===== config.mk =====
export PLATFORM = sky130hd
export DESIGN_NAME = ball_motion_flat
export DESIGN_NICKNAME = d
export VERILOG_FILES = /design/src/rtl/ball_motion_if.sv /design/src/rtl/ball_motion.sv /design/src/flat_wrapper.sv
export SDC_FILE = /design/constraint.sdc
export NUM_CORES = 1
export LEC_CHECK = 0
export CAP_MARGIN = 20
export CORE_MARGIN = 2
export CORE_UTILIZATION = 35
export CTS_CLUSTER_SIZE = 40
export DETAILED_ROUTE_END_ITERATION = 16
export GPL_ROUTABILITY_DRIVEN = 0
export PLACE_DENSITY = 0.58
export SLEW_MARGIN = 30
export SYNTH_ARGS = -nofsm -noshare
export SYNTH_HDL_FRONTEND = slang
export SYNTH_SLANG_ARGS = --single-unit

===== constraint.sdc =====
create_clock -name clk -period 3.4 [get_ports clk]
set_input_delay 0.51 -clock clk [delete_from_list [all_inputs] [get_ports clk]]
set_output_delay 0.51 -clock clk [all_outputs]
set_load 0.005 [all_outputs]

===== src/rtl/ball_motion_if.sv =====
// ball_motion_if: control inputs and ball position/status outputs of ball_motion.
interface ball_motion_if #(
  parameter int BALL_X_W = 10,
  parameter int BALL_Y_W = 10
);
  logic                frame_tick;
  logic                serve;
  logic [BALL_Y_W-1:0] paddle1_y;
  logic [BALL_Y_W-1:0] paddle2_y;
  logic [BALL_X_W-1:0] ball_x_coords;
  logic [BALL_Y_W-1:0] ball_y_coords;
  logic                in_play;
  logic                paddle_hit;
  modport master (
    output frame_tick, serve, paddle1_y, paddle2_y,
    input  ball_x_coords, ball_y_coords, in_play, paddle_hit
  );
  modport slave (
    input  frame_tick, serve, paddle1_y, paddle2_y,
    output ball_x_coords, ball_y_coords, in_play, paddle_hit
  );
endinterface


===== src/rtl/ball_motion.sv =====
// ball_motion: pong ball serve/move/reflect/miss generator feeding the score manager.
// Optional BALL_SPEEDUP_EN: each paddle hit raises the x step by one, capped at MAX_SPEED.
module ball_motion #(
  parameter int BALL_X_W  = 10,
  parameter int BALL_Y_W  = 10,
  parameter int X_MIN     = 50,
  parameter int X_MAX     = 600,
  parameter int PAD1_X    = 60,
  parameter int PAD2_X    = 590,
  parameter int PAD_H     = 48,
  parameter int Y_MIN     = 0,
  parameter int Y_MAX     = 479,
  parameter int X_START   = 325,
  parameter int Y_START   = 240,
  parameter int SPEED     = 2,
  parameter int Y_SPEED   = 1,
  parameter int MAX_SPEED = 6
) (
  input logic          clk,
  input logic          reset,
  ball_motion_if.slave bus
);
  localparam int XW = BALL_X_W + 2;
  localparam int YW = BALL_Y_W + 2;
  localparam int STEP0 = (SPEED > MAX_SPEED) ? MAX_SPEED : SPEED;
  typedef logic signed [XW-1:0] sx_t;
  typedef logic signed [YW-1:0] sy_t;
  typedef enum logic [1:0] {IDLE, MOVE, OUT} state_t;
  localparam sx_t XMIN_S = sx_t'(X_MIN);
  localparam sx_t XMAX_S = sx_t'(X_MAX);
  localparam sx_t PAD1_S = sx_t'(PAD1_X);
  localparam sx_t PAD2_S = sx_t'(PAD2_X);
  localparam sy_t YMIN_S = sy_t'(Y_MIN);
  localparam sy_t YMAX_S = sy_t'(Y_MAX);
  localparam logic [BALL_X_W-1:0] XSTART = BALL_X_W'(X_START);
  localparam logic [BALL_Y_W-1:0] YSTART = BALL_Y_W'(Y_START);
  state_t state_q, state_d;
  logic [BALL_X_W-1:0] x_q, x_d;
  logic [BALL_Y_W-1:0] y_q, y_d;
  logic x_dir_q, x_dir_d, y_dir_q, y_dir_d, serve_dir_q, serve_dir_d, hit_q, hit_d;
  sx_t step, cx, nx;
  sy_t cy, ny, p1, p2;
  logic in1, in2, hit1, hit2, go;
  // Signed, two-bit-wider arithmetic so a step past 0 or past the top of the range is seen as such.
  assign cx   = $signed({2'b00, x_q});
  assign cy   = $signed({2'b00, y_q});
  assign p1   = $signed({2'b00, bus.paddle1_y});
  assign p2   = $signed({2'b00, bus.paddle2_y});
  assign nx   = x_dir_q ? cx + step : cx - step;
  assign ny   = y_dir_q ? cy + sy_t'(Y_SPEED) : cy - sy_t'(Y_SPEED);
  assign in1  = cy >= p1 && cy <= p1 + sy_t'(PAD_H - 1);
  assign in2  = cy >= p2 && cy <= p2 + sy_t'(PAD_H - 1);
  assign hit1 = !x_dir_q && cx > PAD1_S && nx <= PAD1_S && in1;
  assign hit2 = x_dir_q && cx < PAD2_S && nx >= PAD2_S && in2;
  assign go   = state_q == IDLE && bus.serve;
`ifdef BALL_SPEEDUP_EN
  localparam sx_t MAX_S = sx_t'(MAX_SPEED);
  sx_t step_q, step_d;
  assign step_d = go ? sx_t'(STEP0) : (hit_d && step_q < MAX_S) ? step_q + sx_t'(1) : step_q;
  assign step   = step_q;
  always_ff @(posedge clk or negedge reset)
    if (!reset) step_q <= sx_t'(STEP0);
    else        step_q <= step_d;
`else
  assign step = sx_t'(STEP0);
`endif
  always_comb begin
    state_d     = state_q;
    x_d         = x_q;
    y_d         = y_q;
    x_dir_d     = x_dir_q;
    y_dir_d     = y_dir_q;
    serve_dir_d = serve_dir_q;
    hit_d       = 1'b0;
    case (state_q)
      IDLE: begin
        x_d = XSTART;
        y_d = YSTART;
        if (go) begin
          state_d     = MOVE;
          x_dir_d     = serve_dir_q;
          y_dir_d     = 1'b1;
          serve_dir_d = ~serve_dir_q;
        end
      end
      MOVE: if (bus.frame_tick) begin
        y_d     = ny < YMIN_S ? BALL_Y_W'(Y_MIN) : ny > YMAX_S ? BALL_Y_W'(Y_MAX) : ny[BALL_Y_W-1:0];
        y_dir_d = ny < YMIN_S ? 1'b1 : ny > YMAX_S ? 1'b0 : y_dir_q;
        if (hit1) begin
          x_d     = BALL_X_W'(PAD1_X + 1);
          x_dir_d = 1'b1;
          hit_d   = 1'b1;
        end else if (hit2) begin
          x_d     = BALL_X_W'(PAD2_X - 1);
          x_dir_d = 1'b0;
          hit_d   = 1'b1;
        end else if (nx < XMIN_S) begin
          x_d     = BALL_X_W'(X_MIN - 1);
          state_d = OUT;
        end else if (nx > XMAX_S) begin
          x_d     = BALL_X_W'(X_MAX + 1);
          state_d = OUT;
        end else begin
          x_d = nx[BALL_X_W-1:0];
        end
      end
      default: begin
        state_d = IDLE;
        x_d     = XSTART;
        y_d     = YSTART;
      end
    endcase
  end
  always_ff @(posedge clk or negedge reset)
    if (!reset) begin
      state_q     <= IDLE;
      x_q         <= XSTART;
      y_q         <= YSTART;
      x_dir_q     <= 1'b1;
      y_dir_q     <= 1'b1;
      serve_dir_q <= 1'b1;
      hit_q       <= 1'b0;
    end else begin
      state_q     <= state_d;
      x_q         <= x_d;
      y_q         <= y_d;
      x_dir_q     <= x_dir_d;
      y_dir_q     <= y_dir_d;
      serve_dir_q <= serve_dir_d;
      hit_q       <= hit_d;
    end
  assign bus.ball_x_coords = x_q;
  assign bus.ball_y_coords = y_q;
  assign bus.in_play       = state_q == MOVE;
  assign bus.paddle_hit    = hit_q;
endmodule


===== src/flat_wrapper.sv =====
// flat-port wrapper written by rule: the top's interface ports become plain ports
module ball_motion_flat 
#(
  parameter int BALL_X_W  = 10,
  parameter int BALL_Y_W  = 10,
  parameter int X_MIN     = 50,
  parameter int X_MAX     = 600,
  parameter int PAD1_X    = 60,
  parameter int PAD2_X    = 590,
  parameter int PAD_H     = 48,
  parameter int Y_MIN     = 0,
  parameter int Y_MAX     = 479,
  parameter int X_START   = 325,
  parameter int Y_START   = 240,
  parameter int SPEED     = 2,
  parameter int Y_SPEED   = 1,
  parameter int MAX_SPEED = 6
)
  (clk, reset, bus_frame_tick, bus_serve, bus_paddle1_y, bus_paddle2_y, bus_ball_x_coords, bus_ball_y_coords, bus_in_play, bus_paddle_hit);
  ball_motion_if #(.BALL_X_W(BALL_X_W), .BALL_Y_W(BALL_Y_W)) bus_i ();
  input logic clk;
  input logic reset;
  input wire logic [$bits(bus_i.frame_tick)-1:0] bus_frame_tick;
  input wire logic [$bits(bus_i.serve)-1:0] bus_serve;
  input wire logic [$bits(bus_i.paddle1_y)-1:0] bus_paddle1_y;
  input wire logic [$bits(bus_i.paddle2_y)-1:0] bus_paddle2_y;
  output wire logic [$bits(bus_i.ball_x_coords)-1:0] bus_ball_x_coords;
  output wire logic [$bits(bus_i.ball_y_coords)-1:0] bus_ball_y_coords;
  output wire logic [$bits(bus_i.in_play)-1:0] bus_in_play;
  output wire logic [$bits(bus_i.paddle_hit)-1:0] bus_paddle_hit;
  assign bus_i.frame_tick = bus_frame_tick;
  assign bus_i.serve = bus_serve;
  assign bus_i.paddle1_y = bus_paddle1_y;
  assign bus_i.paddle2_y = bus_paddle2_y;
  assign bus_ball_x_coords = bus_i.ball_x_coords;
  assign bus_ball_y_coords = bus_i.ball_y_coords;
  assign bus_in_play = bus_i.in_play;
  assign bus_paddle_hit = bus_i.paddle_hit;
  ball_motion #(.BALL_X_W(BALL_X_W), .BALL_Y_W(BALL_Y_W), .X_MIN(X_MIN), .X_MAX(X_MAX), .PAD1_X(PAD1_X), .PAD2_X(PAD2_X), .PAD_H(PAD_H), .Y_MIN(Y_MIN), .Y_MAX(Y_MAX), .X_START(X_START), .Y_START(Y_START), .SPEED(SPEED), .Y_SPEED(Y_SPEED), .MAX_SPEED(MAX_SPEED)) u_core (.clk(clk), .reset(reset), .bus(bus_i));
endmodule

==> impl_metrics.toml <==
[timing]
rsz0062_at_grt = "yes"
worst_pin_slew_ns = 0.882
relSlewSlack_pct = 39.7
period_share_pct = 94.4
finClkSkew_ns = 0.00445
post-route-min-period_ns = 3.21
finalSetupViolations = 0
hold_viol = 0
fmax_mhz = 311
final_max_slew_viol_count = 0

[pwr]
p_seq_share_pct = 26.9
p_leak_uw = 0.00190
power_frac_clock_pct = 7.5
vdd.ir_drop.worst_mv = 0.299
p_comb_share_pct = 65.6
power.internal_uw = 1400
netSwitchingPower_uw = 1280
totalPowerFinal_uw = 2680
power_per_cell_area_mw_per_mm2 = 612
switching_share_pct = 47.9

[routing]
ant_nets = 0
drt_iter0_markers = 144
highest_layer = "met4"
wl_met1_mm = 4.48
drt_first_pass_iters = 4
wl_met2_mm = 4.80
drt-total-wl_mm = 9.69
detail_route.wl_per_cell_um = 15.3
routed_via_density = 5.56
drc_errors = 0
met3_length_um = 274
dr_total_vias = 3509

[floorplanning]
dieArea_sq_mm = 0.0107
fp.dieH_um = 104
dieWidth_um = 104
initial_core_util_pct = 35.9
io_pins = 46
num_rows = 36
coreArea_sq_mm = 0.00968

[critical_path]
cp.arrival_ns = 3.41
path_class = "primary input to flop"
cp_num_cells = 16
end_kind = "flop"
cp_top_family = "buffers and inverters"
crit_fanout = 5
required_ns = 3.60
critPathLaunchType = "primary input"
cp_slowest_cell = "clkdlybuf4s50_1"
r2r_start = "u_core.bus.ball_x_coords[2]"
critPathBufInv = 4
reg2reg_depth = 9
max_stage_delay_ns = 0.44
crit_chain = "clkdlybuf4s50_1, nor3_1, a21o_1, nand2_1, nand2_1, xnor2_1, ha_1, buf_4, nand4_1, or3_1, o221ai_1, a2bb2oi_1, buf_4, a32oi_4, buf_4, a31oi_1"
crit_top_cell = "buf_4"
critPathLaunch = "bus_paddle1_y[0]"
r2r_setup_slack_ns = 0.24

[finish]
antenna_cells = 0
fillers = 978
fin_area_sq_mm = 0.00438
multi_input_area_sq_mm = 0.00266
final_cell_mix = "ha_1, clkdlybuf4s50_1, nand2_1"
layout-drive-gt1-share_pct = 14.7
seq_area_sq_um = 664
area_growth_syn_to_layout_pct = 26.0
layout_commonest_cell = "ha_1"
nets = 570

[logic_synthesis]
syn_inst = 434
syn_nets = 505
synth_simple_gate_area_share_pct = 23.4
synth_top_family_by_area = "compound AO/OA/AOI/OAI gates"
synth_adder_area_share_pct = 16.9
muxShareOfSynthArea_pct = 1.23
synth_compound_area_share_pct = 25.8
avgSynthCellArea_sq_um = 8.00
ys.warnings.count = 0
ys_async_sr_fraction_pct = 100
synth_flop_cell = "dfrtp_1"
synth_edf_count = 0
syn_area_sq_mm = 0.00347
ys_seq_area_share_pct = 19.1
synth_cell_types = 68
synth-xor-area-share_pct = 7.53
ys_seq_elements = 26

[grt]
grt_pass1_vias = 3510
antenna_found_initial = 0
grt_pass1_wl_mm = 16.5
grt_use_total_pct = 18.0
grt_max_degree = 27
grt-ovfl-total = 0

[place]
io_buffer_count = 45
dp_hpwl_mm = 7.63
placed_area_sq_mm = 0.00424

[min_path]
hp-class = "flop to flop"
timing.hold.worst_path_depth = 1
hold_start = "u_core.serve_dir_q"

[run]
cap_violations = 0

[run_status]
outcome = "completed"

[clock_tree]
cts.sinks = 26
clk_pin_slew_ns = 0.09
cts-hold-fix-buffers = 0
clk_path_buf_depth = 2
htree_levels = 1
cts_inserted_buffers = 3
cts_root_buf = "clkbuf_8"
cts_tree = "yes"
worstSkewPairLatency_ns = 0.27
sequential cells by signal (all words and copies together) (netlist names):
name / flops
u_core.bus.ball_x_coords: 10
u_core.bus.ball_y_coords: 10
u_core.bus.paddle_hit: 1
u_core.serve_dir_q: 1
u_core.state_q: 2
u_core.x_dir_q: 1
u_core.y_dir_q: 1
timing repair:
item	4_1_cts	5_1_grt
buffers inserted	0	1
gates resized for setup	0	18
endpoints found under the setup margin	0	9
stage by stage:
step	utilization [%]	instances	hold WS, ns	worst slack [ns]	setup TNS (ns)
6_report	45.2	631	0.550	0.190	0
3_5_place_dp	43.8	626	0.533	-0.286	-1.96
3_3_place_gp	43.8	626	0.522	-0.280	-1.38
2_1_floorplan	-	434	0.214	0.376	0
4_1_cts	44.4	630	0.550	0.00672	0
5_1_grt	45.2	631	0.557	-0.0108	-0.0108
final cells by class:
| cell class | instances | area share, % |
|---|---|---|
| flip-flops and latches | 26 | 15.2 |
| multi-input cells | 358 | 60.9 |
| well taps | 133 | 3.80 |
| inverters | 32 | 2.75 |
| repair buffers | 78 | 16.1 |
| clock buffers | 4 | 1.26 |
synth_stat cells (4+ instances only):
cell type / instances / area, sq um
nand2_1: 42 / 158
a21oi_1: 22 / 110
clkbuf_1: 14 / 52.6
a22o_1: 6 / 52.6
or3_1: 5 / 31.3
xor2_1: 9 / 78.8
a21o_1: 8 / 60.1
o21ai_0: 33 / 165
nor3_1: 8 / 40.0
and4_1: 5 / 43.8
o21a_1: 6 / 45.0
nand4_1: 13 / 81.3
or4_1: 4 / 30.0
o22ai_1: 5 / 31.3
o211ai_1: 6 / 45.0
dfrtp_1: 15 / 375
nand3_1: 23 / 115
ha_1: 47 / 588
nor2_1: 22 / 82.6
inv_1: 31 / 116
dfstp_2: 11 / 289
xnor2_1: 19 / 166
and3_1: 8 / 50.1
cells by family after synthesis:
family                   count (synthesis)
AO/OA/AOI/OAI                          128
adder cells (fa/ha/maj)                 47
XOR/XNOR                                29
AND/OR/NAND/NOR                        150
multiplexers                             4
buffers and inverters                   50
flip-flops                              26
power groups by stage:
| stage | registers (uW) | clock network, uW | logic (uW) |
|---|---|---|---|
| floorplan | 598 | 0 | 1220 |
| global placement | 718 | 0 | 1680 |
| detailed placement | 724 | 0 | 1710 |
| CTS | 720 | 211 | 1720 |
| global route | 749 | 221 | 1970 |
| finish | 721 | 202 | 1760 |
per-layer routing:
layer / up-vias / global-route usage (%)
met1: 1670 / 23.1
met2: 61 / 32.7
met4: 0 / 4.63
met3: 10 / 1.38
met5: - / 0
li1: 1768 / -
path summary, 6_finish.rpt:
check                                              endpoint
worst max register to register  u_core.bus.ball_x_coords[3]
worst min register to register           u_core.serve_dir_q
max in group asynchronous       u_core.bus.ball_x_coords[6]
worst min-delay path                     u_core.serve_dir_q
worst max-delay path            u_core.bus.ball_x_coords[3]
min in group asynchronous       u_core.bus.ball_y_coords[2]
Power figures use the tool's default switching activity.
